===== config.mk =====
export PLATFORM = sky130hd
export DESIGN_NAME = mod_counter_flat
export DESIGN_NICKNAME = d
export VERILOG_FILES = /design/src/rtl/mod_counter_pkg.sv /design/src/rtl/mod_counter_if.sv /design/src/rtl/mod_counter_tick_gen.sv /design/src/rtl/mod_counter.sv /design/src/flat_wrapper.sv
export SDC_FILE = /design/constraint.sdc
export NUM_CORES = 1
export LEC_CHECK = 0
export CORE_MARGIN = 8
export CORE_UTILIZATION = 35
export CTS_CLUSTER_SIZE = 25
export DETAILED_ROUTE_END_ITERATION = 8
export PLACE_DENSITY_LB_ADDON = 0.15
export SETUP_SLACK_MARGIN = 0.5
export SYNTH_ARGS = -nofsm -noshare
export SYNTH_HDL_FRONTEND = slang
export SYNTH_SLANG_ARGS = --single-unit

===== constraint.sdc =====
create_clock -name clk -period 2.1 [get_ports clk]
set_input_delay 0.315 -clock clk [delete_from_list [all_inputs] [get_ports clk]]
set_output_delay 0.315 -clock clk [all_outputs]
set_load 0.005 [all_outputs]

===== src/rtl/mod_counter_pkg.sv =====
// mod_counter_pkg: shared mode, direction and prescaler-width constants for mod_counter
package mod_counter_pkg;
    localparam int   CNT_WRAP = 0;
    localparam int   CNT_SAT  = 1;
    localparam logic DIR_UP   = 1'b1;
    localparam logic DIR_DN   = 1'b0;
    localparam int   PS_W     = 16;
endpackage


===== src/rtl/mod_counter_if.sv =====
// mod_counter_if: control and status bundle between a counter user (master) and mod_counter (slave)
interface mod_counter_if #(parameter int WIDTH = 8);
    logic             en;
    logic             up_dn;
    logic             clr;
    logic             load;
    logic [WIDTH-1:0] load_val;
    logic [WIDTH-1:0] cnt;
    logic             evt;
    logic             at_bound;
    modport master (output en, up_dn, clr, load, load_val, input cnt, evt, at_bound);
    modport slave  (input en, up_dn, clr, load, load_val, output cnt, evt, at_bound);
endinterface


===== src/rtl/mod_counter_tick_gen.sv =====
// tick_gen: prescaler that pulses tick on every DIV-th enabled cycle
module tick_gen
    import mod_counter_pkg::*;
#(
    parameter int DIV = 1
) (
    input  logic clk,
    input  logic rst,
    input  logic en,
    input  logic restart,
    output logic tick
);
    if (DIV == 1) begin : g_pass
        logic w_unused;
        assign w_unused = clk ^ rst ^ restart;
        assign tick = en;
    end else begin : g_div
        logic [PS_W-1:0] r_ps;
        assign tick = en && r_ps == PS_W'(DIV - 1);
        always_ff @(posedge clk)
            if (rst || restart) r_ps <= '0;
            else if (en) r_ps <= tick ? '0 : r_ps + PS_W'(1);
    end
endmodule


===== src/rtl/mod_counter.sv =====
// mod_counter: modulo up/down counter with prescaler, clamp-on-load, wrap/saturate and event pulse
module mod_counter
    import mod_counter_pkg::*;
#(
    parameter int              WIDTH    = 8,
    parameter longint unsigned MAX      = (64'd1 << WIDTH) - 64'd1,
    parameter int              PRESCALE = 1,
    parameter int              SATURATE = CNT_WRAP
) (
    input  logic        clk,
    input  logic        rst,
    mod_counter_if.slave bus
);
    localparam logic [WIDTH-1:0] MAX_W = WIDTH'(MAX);
    if (WIDTH < 1 || WIDTH > 32) begin : g_bad_width
        $error("mod_counter: WIDTH must be 1..32");
    end
    if (MAX < 64'd1 || MAX > (64'd1 << WIDTH) - 64'd1) begin : g_bad_max
        $error("mod_counter: MAX must be 1..2**WIDTH-1");
    end
    if (PRESCALE < 1 || PRESCALE > 65535) begin : g_bad_prescale
        $error("mod_counter: PRESCALE must be 1..65535");
    end
    logic [WIDTH-1:0] r_cnt;
    logic             r_evt;
    logic             w_tick;
    logic             w_at_max;
    logic             w_at_zero;
    logic             w_bound;
    logic [WIDTH-1:0] w_step_val;
    logic [WIDTH-1:0] w_load_val;
    tick_gen #(.DIV(PRESCALE)) u_tick (
        .clk     (clk),
        .rst     (rst),
        .en      (bus.en),
        .restart (bus.clr | bus.load),
        .tick    (w_tick)
    );
    assign w_at_max  = r_cnt == MAX_W;
    assign w_at_zero = r_cnt == '0;
    assign w_bound   = (bus.up_dn == DIR_UP && w_at_max) || (bus.up_dn == DIR_DN && w_at_zero);
    // Bound is checked before the add/subtract, so MAX = all-ones never overflows.
    assign w_step_val = bus.up_dn == DIR_UP
        ? (w_at_max ? (SATURATE == CNT_SAT ? MAX_W : '0) : r_cnt + WIDTH'(1))
        : (w_at_zero ? (SATURATE == CNT_SAT ? '0 : MAX_W) : r_cnt - WIDTH'(1));
    assign w_load_val = bus.load_val > MAX_W ? MAX_W : bus.load_val;
    always_ff @(posedge clk) begin
        if (rst || bus.clr) begin
            r_cnt <= '0;
            r_evt <= 1'b0;
        end else if (bus.load) begin
            r_cnt <= w_load_val;
            r_evt <= 1'b0;
        end else if (w_tick) begin
            r_cnt <= w_step_val;
            r_evt <= w_bound;
        end else begin
            r_evt <= 1'b0;
        end
    end
    assign bus.cnt      = r_cnt;
    assign bus.evt      = r_evt;
    assign bus.at_bound = w_bound;
endmodule


===== src/flat_wrapper.sv =====
// flat-port wrapper written by rule: the top's interface ports become plain ports
module mod_counter_flat import mod_counter_pkg::*;
#(
    parameter int              WIDTH    = 8,
    parameter longint unsigned MAX      = (64'd1 << WIDTH) - 64'd1,
    parameter int              PRESCALE = 1,
    parameter int              SATURATE = CNT_WRAP
)
  (clk, rst, bus_en, bus_up_dn, bus_clr, bus_load, bus_load_val, bus_cnt, bus_evt, bus_at_bound);
  mod_counter_if #(.WIDTH(WIDTH)) bus_i ();
  input  logic clk;
  input  logic rst;
  input wire logic [$bits(bus_i.en)-1:0] bus_en;
  input wire logic [$bits(bus_i.up_dn)-1:0] bus_up_dn;
  input wire logic [$bits(bus_i.clr)-1:0] bus_clr;
  input wire logic [$bits(bus_i.load)-1:0] bus_load;
  input wire logic [$bits(bus_i.load_val)-1:0] bus_load_val;
  output wire logic [$bits(bus_i.cnt)-1:0] bus_cnt;
  output wire logic [$bits(bus_i.evt)-1:0] bus_evt;
  output wire logic [$bits(bus_i.at_bound)-1:0] bus_at_bound;
  assign bus_i.en = bus_en;
  assign bus_i.up_dn = bus_up_dn;
  assign bus_i.clr = bus_clr;
  assign bus_i.load = bus_load;
  assign bus_i.load_val = bus_load_val;
  assign bus_cnt = bus_i.cnt;
  assign bus_evt = bus_i.evt;
  assign bus_at_bound = bus_i.at_bound;
  mod_counter #(.WIDTH(WIDTH), .MAX(MAX), .PRESCALE(PRESCALE), .SATURATE(SATURATE)) u_core (.clk(clk), .rst(rst), .bus(bus_i));
endmodule

Word-level counts from Yosys, hierarchy flattened
Index checks and enable logic that the tools add are counted.
{ "word_totals": {"ff_bits": 9, "wordCells": 21, "inputBits": 14} }
{ "classes": {"add_sub_neg": 2, "eq_ne": 1, "bitwise": 2, "n_reduce_logical": 7, "muxes": 6, "magnitude_cmp": 1} }
{ "ops": {"columns": ["operator", "n"], "rows": [
  ["$mux 8", 6],
  ["$add 8x1->8 const B", 1],
  ["$eq 8x8->1 const B", 1],
  ["$gt 8x8->1 const B", 1],
  ["$logic_not 8->1", 1],
  ["$sub 8x1->8 const B", 1],
  ["$reduce_or 3->1", 1],
  ["$logic_and 1x1->1", 2],
  ["$logic_or 1x1->1", 2],
  ["$not 1->1", 2],
  ["$reduce_bool 2->1", 1]
]} }

Logic depth before layout (Yosys ltp)
Gate-level depths: netlist of the first run.
{ "logic_depth": {"word_depth": 5, "mapped_depth": 6, "depth_no_buf": 6} }

Cells and area by module
From an unflattened synthesis of the first run, not the netlist that was laid out.
{ "hier_totals": {"hier_cells": 117, "area_unflattened_um2": 850.8} }
{ "modules_own_cells": {"columns": ["mod", "cells_per_inst", "area_each_um2", "seq_area_each_um2", "instances"], "rows": [
  ["mod_counter", 116, 843.3, 180.2, 1],
  ["tick_gen", 1, 7.5, 0.0, 1]
]} }

Worst setup path before layout of the first run
OpenSTA, ideal clock, no wires.
{ "synth_timing": {"path_type": "reg2out", "start": "register u_core.r_cnt[0], in the netlist u_core.bus.cnt[0]", "end": "output bus_at_bound", "stages_incl_launch_ff": 6, "path_slack_ns": 0.392, "required_ns": 1.785, "t_arrival_ns": 1.393, "path_cell_list": "dfxtp_1 > inv_1 > ha_1 > or4b_4 > nor3_4 > a21o_1"} }
{ "synth_via": {"elab_chain_len": 3, "elab_cells_between_ends": 5, "classes_between": "eq/ne (1); reduce/logical (4)"} }
{ "synth_lines": {"columns": ["element", "line_no", "source"], "rows": [
  ["start: declaration", "mod_counter.sv:24", "logic [WIDTH-1:0] r_cnt;"],
  ["start signal: assignment", "mod_counter.sv:52", "r_cnt <= w_load_val;"],
  ["start signal: assignment", "mod_counter.sv:55", "r_cnt <= w_step_val;"],
  ["$eq 8x8->1 / $logic_not 8->1 (equally long branches)", "mod_counter.sv:39, mod_counter.sv:40", null],
  ["$logic_and 1x1->1", "mod_counter.sv:41", "assign w_bound = (bus.up_dn == DIR_UP && w_at_max) || (bus.up_dn == DIR_DN && w_at_zero);"],
  ["$logic_or 1x1->1 *", "mod_counter.sv:41", null],
  ["end: declaration", "flat_wrapper.sv:20", "output wire logic [$bits(bus_i.at_bound)-1:0] bus_at_bound;"]
]} }
Mark *: on every way between the ends. The rest lies on a longest branch, timed or not.

Final worst setup path of the first run
Ends and elaborated chain as after synthesis.

==> implementation parameters, run 1 <==
Parameter                              Value

GRT
  Vias in the first global route ... 1,087
  Wire length of the first global-routing pass ... 5.06 mm
  GRT Resource Usage Total ... 14.6%
  Pin count of the biggest net entering global routing ... 10
  Number of antenna violations at the first check in global routing ... 0
  GR Overflow Total ... 0

Layout
  Count of inserted antenna diode cells ... 0
  Register area ... 190 sq um
  Final Cell Area ... 1380 sq um
  Final standard cell utilization of the core ... 57.2%
  Multi-input combinational cell area ... 663 sq um
  Non-filler cells, final ... 186
  Nets ... 174
  Fillers ... 219
  Share of final-layout standard cells stronger than drive strength 1 ... 31.4%
  Signed area change from the synthesized netlist to the final layout ... 58.1%

Placed design
  Dpl hpwl ... 2.27 mm
  Worst Setup Slack post-DPL ... 0.0110 ns
  Area after detailed placement ... 1220 sq um
  Buffers on Ports ... 23
  Final GP Congestion ... 0.950
  Instance count after placement with tap cells included ... 176

CTS
  Buffer depth of the longest clock path ... 2
  Register clock-pin slew on the reported worst setup and hold paths ... 0.07 ns
  Clock sinks ... 9
  Root cell of the clock tree ... clkbuf_4
  TritonCTS buffer count ... 3
  Insertion delay of the later-clocked pin in the worst-skew pair ... 0.27 ns
  H-tree depth ... 1
  CTS tree ... yes
  CTS hold repair buffers ... 0

Routing
  Total routed wirelength ... 3.12 mm
  Total met3 wirelength after detailed routing ... 204 microns
  Metal1 wirelength ... 1.30 mm
  Vias/cell ... 5.77
  Number of vias after detailed routing ... 1,074
  Routed met2 length ... 1.59 mm
  Antenna Nets Post-Route ... 0
  DRC violation total after the first TritonRoute iteration ... 62
  Highest metal layer with signal wires ... met4
  Average wire per cell in the routed design ... 16.8 microns
  DRC ... 0
  Pre-Repair DR Iteration Count ... 4

Critical path
  Data required, critical path ... 1.78 ns
  Dominant delay contributor by cell family on the critical path ... simple AND/OR/NAND/NOR gates
  Data arrival time of the worst path ... 1.67 ns
  Buffers plus inverters on the worst setup path ... 2
  Depth of the worst register-to-register path ... 10
  Worst Setup Start Kind ... flip-flop
  Crit-path slowest cell ... or4b_4
  Worst-case register-to-register setup slack ... 0.29 ns
  WP depth ... 6
  Launch point of the critical path ... u_core.bus.cnt[0]$_SDFFE_PP0P_
  Critical path, cell by cell ... inv_2 -> ha_4 -> or4b_4 -> nor3_4 -> a21o_1 -> buf_2
  Maximum net fanout on the critical path ... 2
  Critical path start-end classification ... flip-flop to primary output
  Crit path largest cell delay ... 0.48 ns
  Source of the worst register-to-register timing path ... u_core.bus.cnt[0]$_SDFFE_PP0P_
  Critical path destination ... bus_at_bound
  Worst reg2reg endpoint ... u_core.bus.cnt[6]$_SDFFE_PP0P_
  Nature of the critical path endpoint ... primary output

Timing
  Final period util ... 94.5%
  Slew of the pin with the lowest slew margin ... 0.467 ns
  Worst hold margin ... 0.574 ns
  Crit path setup slack, layout ... 0.115 ns
  Sum Neg Setup Slack ... 0 ns
  Max-Slew Margin vs Limit ... 68.6%
  Total of endpoints with negative setup slack in the final report ... 0
  Endpoints failing hold ... 0
  Clock Skew ... 0.00255 ns
  Maximum clock frequency ... 504 MHz
  Final Max Tran Viols ... 0
  Final worst path period need ... 1.98 ns
  RSZ-0062 raised after global routing ... true

Yosys
  Synthesized area divided by synthesized cell count ... 7.58 sq um
  Adder and majority gate portion of the synthesized area ... 4.30%
  Number of register bits inferred by synthesis ... 9
  Post-synth top flop ... dfxtp_1
  Fraction of the mapped netlist area in compound gates ... 33.0%
  Proportion of synthesized flip-flops having asynchronous set or reset ... 0%
  Cell Area, Synth ... 872 sq um
  Count of synthesis-stage warnings from yosys ... 0
  Multiplexer share of the synthesized area ... 2.30%
  Count of different cell masters after synthesis ... 44
  Post-Syn Instances ... 115
  Post-synth EDFFs ... 0
  Main combinational cell family by area after synthesis ... compound AO/OA/AOI/OAI gates
  Synthesized netlist net count ... 132
  XOR/XNOR share of the synthesized area ... 2.01%
  Simple-Gate Fraction of Synth Area ... 28.1%
  Share of synthesized area occupied by flip-flops and latches ... 20.7%

Floorplanning
  Die H ... 65.9 microns
  Io pins ... 24
  DIE WIDTH ... 65.9 microns
  Core Box Area ... 2410 sq um
  Starting density of the core ... 36.2%
  Std cell rows ... 18
  DIE AREA ... 4340 sq um

Outcome
  Status ... finished clean

Power
  Leakage power ... 0.612 nW
  Ratio of total power to cell area ... 414 nW/um^2
  Tot Pwr ... 0.571 mW
  Worst IR Drop VDD ... 0.307 mV

Job
  Max Cap Viol ... 0

Hold path
  Hold WC Path Type ... flip-flop to flip-flop
==> area by class of cell <==
cell class / instances / share of cell area (%)
Multi-Input combinational cell: 87 / 48.1
Clock buffer: 4 / 1.91
Sequential cell: 9 / 13.8
Tap cell: 30 / 2.72
Timing Repair Buffer: 46 / 30.8
Inverter: 10 / 2.72
==> cells by family (layout without fill, tap and decap cells) <==
group / after synthesis / count (layout)
buf+inv: 19 / 60
xor+xnor: 2 / 2
fa+ha+maj: 3 / 3
flops: 9 / 9
simple gates: 39 / 39
mux: 2 / 2
compound gates: 41 / 41
==> worst min-delay path by stage <==
stage | from | endpoint | slack, ns | depth (start not counted)
CTS | u_core.bus.cnt[6]$_SDFFE_PP0P_ | u_core.bus.cnt[6]$_SDFFE_PP0P_ | 0.58 | 2
floorplan | bus_load_val[4] | u_core.bus.cnt[4]$_SDFFE_PP0P_ | 0.46 | 2
detailed placement | u_core.bus.cnt[6]$_SDFFE_PP0P_ | u_core.bus.cnt[6]$_SDFFE_PP0P_ | 0.56 | 2
global route | bus_load_val[2] | u_core.bus.cnt[2]$_SDFFE_PP0P_ | 0.60 | 3
global placement | u_core.bus.cnt[6]$_SDFFE_PP0P_ | u_core.bus.cnt[6]$_SDFFE_PP0P_ | 0.56 | 2
finish | u_core.bus.cnt[6]$_SDFFE_PP0P_ | u_core.bus.cnt[6]$_SDFFE_PP0P_ | 0.57 | 2
==> report_power, final <==
part / internal (mW) / switching (mW)
clock: 0.0737 / 0.0701
combinational: 0.125 / 0.114
sequential: 0.179 / 0.00810
==> tightest hold or removal path, stage by stage (launching register included) <==
cell	delay [ns]
dfxtp_1	0.35
inv_1	0.09
a311oi_2	0.09
==> sequential cells by signal, summed over array words and instances, names as in the netlist <==
register	count
u_core.bus.cnt	8
u_core.bus.evt	1
==> what timing repair did <==
item,CTS,global route
pin swaps,4,3
buffers inserted,5,1
setup endpoints to repair,10,12
hold endpoints to repair,0,0
gates resized for setup,23,12
==> per-layer routing <==
metal	up-vias	track usage (%)
met1	508	16.6
met2	45	25.1
met4	0	4.09
met3	4	5.25
met5	-	0
li1	517	-
==> placed cells by master (no fill, tap or decap), drive strengths merged, types with 2 or more instances in the layout <==
cell,synthesis,final
o2bb2ai,2,2
nor4b,2,2
o21ai,11,11
o211ai,2,2
clkbuf,4,4
a31oi,4,4
and4,2,2
clkdlybuf4s50,0,16
nand3,5,5
and2,2,2
a21oi,7,7
inv,10,10
and3,4,4
o31ai,2,2
a211oi,2,2
buf,5,24
a211o,2,2
nand2,5,5
dfxtp,9,9
ha,3,3
mux2i,2,2
nor3,4,4
nor2,7,7
dlymetal6s2s,0,4
or3,2,2
dlygate4sd2,0,2
==> Yosys cell counts (all sizes together) (2+ instances only) <==
library cell  count  area share, %
o21ai            11            6.3
inv              10            4.3
dfxtp             9             21
a21oi             7            4.0
nor2              7            3.0
buf               5            3.6
nand2             5            2.2
nand3             5            2.9
a31oi             4            2.9
and3              4            2.9
clkbuf            4            1.7
nor3              4            3.6
ha                3            4.3
a211o             2            2.0
a211oi            2            1.7
and2              2            1.4
and4              2            2.0
mux2i             2            2.3
nor4b             2            2.7
o211ai            2            1.7
o2bb2ai           2            2.0
o31ai             2            1.7
or3               2            1.4
Note: power is estimated with default switching activity, not from simulation.
==> run 2: changes to the inputs <==
--- a/config.mk
+++ b/config.mk
@@ -5,11 +5,11 @@
 export SDC_FILE = /design/constraint.sdc
 export NUM_CORES = 1
 export LEC_CHECK = 0
+export ABC_AREA = 1
 export CORE_MARGIN = 8
 export CORE_UTILIZATION = 35
 export CTS_CLUSTER_SIZE = 25
 export DETAILED_ROUTE_END_ITERATION = 8
-export PLACE_DENSITY_LB_ADDON = 0.15
 export SETUP_SLACK_MARGIN = 0.5
 export SYNTH_ARGS = -nofsm -noshare
 export SYNTH_HDL_FRONTEND = slang
==> run 2 against run 1 <==
  * Clock-buffer cell count unchanged
  * Fmax increased by 21%
  * Critical path type unchanged
  * Sequential power increased by 3%
  * Area after synthesis decreased by 5.7%
  * Synthesized cell count increased by 12%
  * Critical endpoint unchanged
  * Core utilization decreased by 0.83 points
==> implementation parameters, run 2 <==
Parameter                              Value

Yosys
  Most common cell in the netlist ... nand2_1
  Number of register bits inferred by synthesis ... 9 (unchanged)
  Commonest cells in the synthesized netlist ... nand2_1 (36), nand3_1 (16), inv_1 (10)
  Post-synth top flop ... dfxtp_1
  Synthesized netlist net count ... 146 (+11%)
  Post-synth top area share ... 21.9% (+1.3 points)
  Proportion of synthesized flip-flops having asynchronous set or reset ... 0% (unchanged)
  Cell Area, Synth ... 822 sq um (-5.7%)
  Post-Syn Instances ... 129 (+12%)
  Cell type with the largest total area after synthesis ... dfxtp_1
  Count of different cell masters after synthesis ... 24 (-45%)
  Leading cell types by total area after synthesis ... dfxtp_1 (22%), nand2_1 (16%), nand3_1 (9.7%), a22oi_1 (6.4%), ha_1 (4.6%)
  Synthesized area divided by synthesized cell count ... 6.37 sq um (-16%)
  Count of synthesis-stage warnings from yosys ... 0 (unchanged)
  Share of synthesized area occupied by flip-flops and latches ... 21.9% (+1.3 points)
  Post-synth EDFFs ... 0 (unchanged)

Timing
  Max-Slew Margin vs Limit ... 73.4% (+4.8 points)
  Total of endpoints with negative setup slack in the final report ... 0 (unchanged)
  Endpoints failing hold ... 0 (unchanged)
  Final period util ... 78.0% (-16 points)
  Slew of the pin with the lowest slew margin ... 0.398 ns (-0.0689 ns)
  Final worst path period need ... 1.64 ns (-0.346 ns)
  Sum Neg Setup Slack ... 0 ns (unchanged)
  RSZ-0062 raised after global routing ... true
  Clock Skew ... 0.0151 ns (+0.0125 ns)
  Final Max Tran Viols ... 0 (unchanged)
  Worst hold margin ... 0.548 ns (-0.0264 ns)
  Maximum clock frequency ... 610 MHz (+21%)

Layout
  Number of flip-flops in the largest register ... 8 (unchanged)
  Signed area change from the synthesized netlist to the final layout ... 51.8%
  Most frequent cells in the layout ... nand2_1 (34), clkdlybuf4s50_1 (20), nand3_1 (16), buf_4 (12), inv_1 (8)
  Share of final-layout standard cells stronger than drive strength 1 ... 28.8% (-2.6 points)
  Most common cell after layout, fill and taps aside ... nand2_1
  Nets ... 181 (+4.0%)
  Count of inserted antenna diode cells ... 0 (unchanged)
  Final Cell Area ... 1250 sq um (-9.5%)
  Non-filler cells, final ... 191 (+2.7%)

GRT
  Number of antenna violations at the first check in global routing ... 0 (unchanged)
  GRT Resource Usage Total ... 12.6% (-2.1 points)
  Wire length of the first global-routing pass ... 4.33 mm (-15%)
  GR Overflow Total ... 0 (unchanged)
  Vias in the first global route ... 996 (-8.4%)
  Pin count of the biggest net entering global routing ... 10 (unchanged)

CTS
  CTS hold repair buffers ... 0 (unchanged)
  CTS tree ... yes
  Buffer depth of the longest clock path ... 2 (unchanged)
  TritonCTS buffer count ... 3 (unchanged)
  Insertion delay of the later-clocked pin in the worst-skew pair ... 0.27 ns (about the same)
  Root cell of the clock tree ... clkbuf_4
  H-tree depth ... 1 (unchanged)
  Register clock-pin slew on the reported worst setup and hold paths ... 0.08 ns (about the same)
  Clock sinks ... 9 (unchanged)

Critical path
  Critical path start-end classification ... flip-flop to primary output
  Source of the worst register-to-register timing path ... u_core.bus.cnt[0]$_SDFFE_PP0P_
  Crit-path slowest cell ... dfxtp_4
  Crit path largest cell delay ... 0.39 ns (-0.09 ns)
  Data required, critical path ... 1.78 ns (about the same)
  Critical path, cell by cell ... ha_4 -> nand2_4 -> nor2_4 -> nand2_2 -> o21ai_2 -> buf_2
  Worst reg2reg endpoint ... u_core.bus.cnt[7]$_SDFFE_PP0P_
  Worst Setup Start Kind ... flip-flop
  Worst-case register-to-register setup slack ... 0.57 ns (+0.28 ns)
  Nature of the critical path endpoint ... primary output
  Depth of the worst register-to-register path ... 9 (-1)
  Data arrival time of the worst path ... 1.32 ns (-0.35 ns)
  Maximum net fanout on the critical path ... 4 (+2)

Placed design
  Area after detailed placement ... 1110 sq um (-9.3%)
  Dpl hpwl ... 1.96 mm (-14%)
  Final GP Congestion ... 0.895 (-5.9%)
  Instance count after placement with tap cells included ... 182 (+3.4%)
  Buffers on Ports ... 23 (unchanged)

Outcome
  Status ... finished clean

Hold path
  Worst Min Path Start ... u_core.bus.cnt[1]$_SDFFE_PP0P_
  Capture endpoint of the worst hold path ... u_core.bus.cnt[1]$_SDFFE_PP0P_
  Hold WC Path Type ... flip-flop to flip-flop
  Hold Path Cell Cnt ... 2 (unchanged)

Floorplanning
  Std cell rows ... 17 (-1)
  Io pins ... 24 (unchanged)
  Core Box Area ... 2210 sq um (-8.2%)
  DIE WIDTH ... 64.5 microns (-2.2%)
  Die H ... 64.5 microns (-2.2%)
  DIE AREA ... 4160 sq um (-4.4%)
  Starting density of the core ... 37.2% (+0.97 points)

Power
  Combinational power share ... 36.6% (-5.4 points)
  Tot Pwr ... 0.529 mW (-7.2%)
  Ratio of total power to cell area ... 424 nW/um^2 (+2.6%)
  Clock network fraction of total power ... 26.9% (+1.7 points)
  Internal power summed over all cells ... 0.350 mW (-7.4%)
  Worst IR Drop VDD ... 0.230 mV (-25%)
  Switching power of the nets ... 0.179 mW (-6.8%)
  Part of the total power dissipated in sequential elements ... 36.5% (+3.7 points)
  Net switching fraction of the power ... 33.9% (+0.13 points)
  Leakage power ... 0.559 nW (-8.7%)

Routing
  DRC ... 0 (unchanged)
  DRC violation total after the first TritonRoute iteration ... 49 (-21%)
  Pre-Repair DR Iteration Count ... 4 (unchanged)
  Number of vias after detailed routing ... 1,011 (-5.9%)
  Antenna Nets Post-Route ... 0 (unchanged)
  Total routed wirelength ... 2.69 mm (-14%)
  Vias/cell ... 5.29 (-8.3%)
  Average wire per cell in the routed design ... 14.1 microns (-16%)

Job
  Max Cap Viol ... 0 (unchanged)
## run 2: cell count changes in the layout (fill, tap and decap cells not counted), sizes merged, moves of 6 or more
cell and change:
nor2 +6, o21ai -10, nand3 +11, a22oi +7, buf -11, nand2 +33
## run 2: per-layer routing
| layer | GRT usage (%) | vias up | share of wire [%] |
|---|---|---|---|
| met4 | 4.63 | 0 | 2.1 |
| met5 | 0 | - | 0 |
| met2 | 22.0 | 43 | 49 |
| met3 | 5.33 | 10 | 7.9 |
| li1 | - | 499 | - |
| met1 | 13.2 | 459 | 41 |
## run 2: worst max path at each step
stage / startpoint / depth (start not counted) / to
2_1_floorplan: u_core.bus.cnt[0]$_SDFFE_PP0P_ / 6 / bus_at_bound
3_3_place_gp: u_core.bus.cnt[0]$_SDFFE_PP0P_ / 6 / bus_at_bound
3_5_place_dp: u_core.bus.cnt[0]$_SDFFE_PP0P_ / 6 / bus_at_bound
4_1_cts: u_core.bus.cnt[0]$_SDFFE_PP0P_ / 6 / bus_at_bound
5_1_grt: u_core.bus.cnt[0]$_SDFFE_PP0P_ / 6 / bus_at_bound
6_report: u_core.bus.cnt[0]$_SDFFE_PP0P_ / 6 / bus_at_bound
## run 2: through the flow
step	worst slack, ns	util, %
2_1_floorplan	0.769	-
3_3_place_gp	0.186	50.2
3_5_place_dp	0.145	50.2
4_1_cts	0.441	55.7
5_1_grt	0.432	56.4
6_report	0.462	56.4
## run 2: cell type report
| type | instances | area [sq um] |
|---|---|---|
| fillers | 223 | 965 |
| well taps | 28 | 35.0 |
| multi-input cells | 102 | 617 |
| inverters | 13 | 51.3 |
| flip-flops and latches | 9 | 198 |
| clock buffers | 4 | 26.3 |
| repair buffers | 35 | 320 |
## run 2: critical path, delay by kind of cell, from the launching register on
family / cells / cell delay (ns)
flip-flops: 1 / 0.39
AND/OR/NAND/NOR: 3 / 0.24
buffers and inverters: 1 / 0.13
AO/OA/AOI/OAI: 1 / 0.14
adder cells (fa/ha/maj): 1 / 0.15
## run 2: cells by family after synthesis
kind of cell / after synthesis / share of synthesized area [%]
compound gates: 21 / 17.5
xor+xnor: 4 / 4.26
fa+ha+maj: 3 / 4.57
buf+inv: 18 / 9.59
flops: 9 / 21.9
simple gates: 74 / 42.2
## run 2: power by group through the flow
stage               combinational (mW)  clock, mW  sequential, mW
floorplan                        0.106          0           0.190
global placement                 0.175          0           0.196
detailed placement               0.174          0           0.196
CTS                              0.187      0.146           0.193
global route                     0.213      0.156           0.195
finish                           0.194      0.142           0.193
## run 2: repair_timing
action | 4_1_cts | 5_1_grt
buffers inserted | 4 | 1
pin swaps | 5 | 2
endpoints found under the hold margin | 0 | 0
resized for setup | 28 | 3
setup endpoints to repair | 6 | 3
==> run 3: changes to the inputs <==
==> constraint.sdc (replaced) <==
create_clock -name clk -period 1.3 [get_ports clk]
set_input_delay 0.195 -clock clk [delete_from_list [all_inputs] [get_ports clk]]
set_output_delay 0.195 -clock clk [all_outputs]
set_load 0.005 [all_outputs]
==> run 3 against run 2 <==
  * Critical path type unchanged
  * The run now ends with setup timing left
  * Core utilization increased by 16 points
  * Via count is 11% higher
  * Clock skew is 0.0069 ns lower
  * Sequential power grew 55%
==> implementation parameters, run 3 (synthesis results as in run 2) <==
Parameter                              Value

Layout
  Most common cell after layout, fill and taps aside ... nand2_1
  Signed area change from the synthesized netlist to the final layout ... 94.8%
  Final standard cell utilization of the core ... 72.4% (+16 points)
  Count of inserted antenna diode cells ... 0 (unchanged)
  Nets ... 211 (+17%)
  Number of flip-flops in the largest register ... 8 (unchanged)
  Final Cell Area ... 1600 sq um (+28%)
  Share of final-layout standard cells stronger than drive strength 1 ... 51.3% (+22 points)
  Most frequent cells in the layout ... nand2_1 (34), buf_4 (29), buf_6 (20), clkdlybuf4s50_1 (13), nand3_1 (12)

Hold path
  Hold WC Path Type ... primary input to flip-flop

Critical path
  Critical path start-end classification ... flip-flop to primary output
  Data arrival time of the worst path ... 1.26 ns (-0.06 ns)
  Maximum net fanout on the critical path ... 3 (-1)
  Worst Setup Start Kind ... flip-flop
  Data required, critical path ... 1.11 ns (-0.67 ns)
  Nature of the critical path endpoint ... primary output

Power
  Ratio of total power to cell area ... 602 nW/um^2 (+42%)
  Worst IR Drop VDD ... 0.535 mV (+130%)
  Leakage power ... 0.720 nW (+29%)
  Tot Pwr ... 0.964 mW (+82%)

Floorplanning
  DIE AREA ... 4160 sq um (unchanged)
  Starting density of the core ... 37.2% (unchanged)
  DIE WIDTH ... 64.5 microns (unchanged)
  Io pins ... 24 (unchanged)
  Die H ... 64.5 microns (unchanged)
  Core Box Area ... 2210 sq um (unchanged)
  Std cell rows ... 17 (unchanged)

Timing
  Final Max Tran Viols ... 0 (unchanged)
  Max-Slew Margin vs Limit ... 84.1% (+11 points)
  Crit path setup slack, layout ... -0.153 ns (-0.614 ns)
  Final period util ... 112%
  Final worst path period need ... 1.45 ns
  Maximum clock frequency ... 688 MHz
  Total of endpoints with negative setup slack in the final report ... 7 (+7)
  Slew of the pin with the lowest slew margin ... 0.239 ns (-0.160 ns)
  Endpoints failing hold ... 0 (unchanged)
  Clock Skew ... 0.00822 ns (-0.00686 ns)
  RSZ-0062 raised after global routing ... true

Routing
  Antenna Nets Post-Route ... 0 (unchanged)
  DRC ... 0 (unchanged)
  Total routed wirelength ... 3.01 mm (+12%)
  Pre-Repair DR Iteration Count ... 4 (unchanged)
  DRC violation total after the first TritonRoute iteration ... 34 (-31%)
  Vias/cell ... 5.10 (-3.7%)
  Number of vias after detailed routing ... 1,126 (+11%)
  Average wire per cell in the routed design ... 13.6 microns (-3.1%)

CTS
  CTS hold repair buffers ... 0 (unchanged)
  Root cell of the clock tree ... clkbuf_4
  Register clock-pin slew on the reported worst setup and hold paths ... 0.06 ns (-0.02 ns)
  TritonCTS buffer count ... 3 (unchanged)
  Insertion delay of the later-clocked pin in the worst-skew pair ... 0.27 ns (about the same)
  Buffer depth of the longest clock path ... 2 (unchanged)
  CTS tree ... yes
  H-tree depth ... 1 (unchanged)
  Clock sinks ... 9 (unchanged)

GRT
  GRT Resource Usage Total ... 14.6% (+2.0 points)
  Vias in the first global route ... 1,121 (+13%)
  Pin count of the biggest net entering global routing ... 10 (unchanged)
  Wire length of the first global-routing pass ... 4.91 mm (+14%)
  GR Overflow Total ... 0 (unchanged)
  Number of antenna violations at the first check in global routing ... 0 (unchanged)

Job
  Max Cap Viol ... 0 (unchanged)

Outcome
  Status ... finished with violations
  Failing checks ... setup timing

Placed design
  Final GP Congestion ... 0.882 (-1.4%)
  Buffers on Ports ... 23 (unchanged)
  Dpl hpwl ... 2.18 mm (+11%)
  Area after detailed placement ... 1330 sq um (+20%)
## run 3: final timing paths
kind	start	end	slack (ns)	cells after the start
max	u_core.bus.cnt[0]$_SDFFE_PP0P_	bus_at_bound	-0.15	7
min	bus_load_val[1]	u_core.bus.cnt[1]$_SDFFE_PP0P_	0.52	3
max reg2reg	u_core.bus.cnt[0]$_SDFFE_PP0P_	u_core.bus.cnt[4]$_SDFFE_PP0P_	-0.12	8
min reg2reg	u_core.bus.cnt[6]$_SDFFE_PP0P_	u_core.bus.cnt[6]$_SDFFE_PP0P_	0.72	3
## run 3: where the power goes
part / switching [mW] / total, mW / internal [mW] / leakage (nW)
combinational: 0.192 / 0.430 / 0.238 / 0.626
sequential: 0.0187 / 0.300 / 0.282 / 0.0787
clock: 0.115 / 0.233 / 0.119 / 0.0150
total: 0.325 / 0.964 / 0.639 / 0.720
## run 3: critical path, stage by stage, from the launching register on
cell     delay, ns
dfxtp_4       0.37
inv_4         0.07
ha_4          0.14
nand4_4       0.11
inv_2         0.07
nand2_2       0.06
o21ai_2       0.06
buf_2         0.13
## run 3: repair_timing
action                     CTS  global route
setup endpoints to repair   19            19
pin swaps                   11             5
buffers inserted            11             3
resized for setup           77             8
## run 3: metal layers
metal	vias up	part of all wire, %	track usage [%]
met3	6	7.0	4.81
met1	511	38	14.4
met2	44	53	28.2
li1	565	-	-
met4	0	1.5	4.09
met5	-	0	0
## run 3: stage by stage
step / instances / setup slack (ns) / hold WS, ns / TNS, ns
after floorplan: 129 / 0.136 / 0.353 / 0
after CTS: 218 / -0.161 / 0.528 / -0.670
after global routing: 221 / -0.237 / 0.538 / -1.23
after global placement: 203 / -0.326 / 0.663 / -1.07
after detailed placement: 203 / -0.330 / 0.658 / -1.18
final: 221 / -0.153 / 0.521 / -0.578
## run 3: area by class of cell
class	instances	area (sq um)
Sequential cell	9	205
Multi-Input combinational cell	102	691
Clock buffer	4	26.3
Tap cell	28	35.0
Inverter	13	51.3
Fill cell	181	611
Timing Repair Buffer	65	593
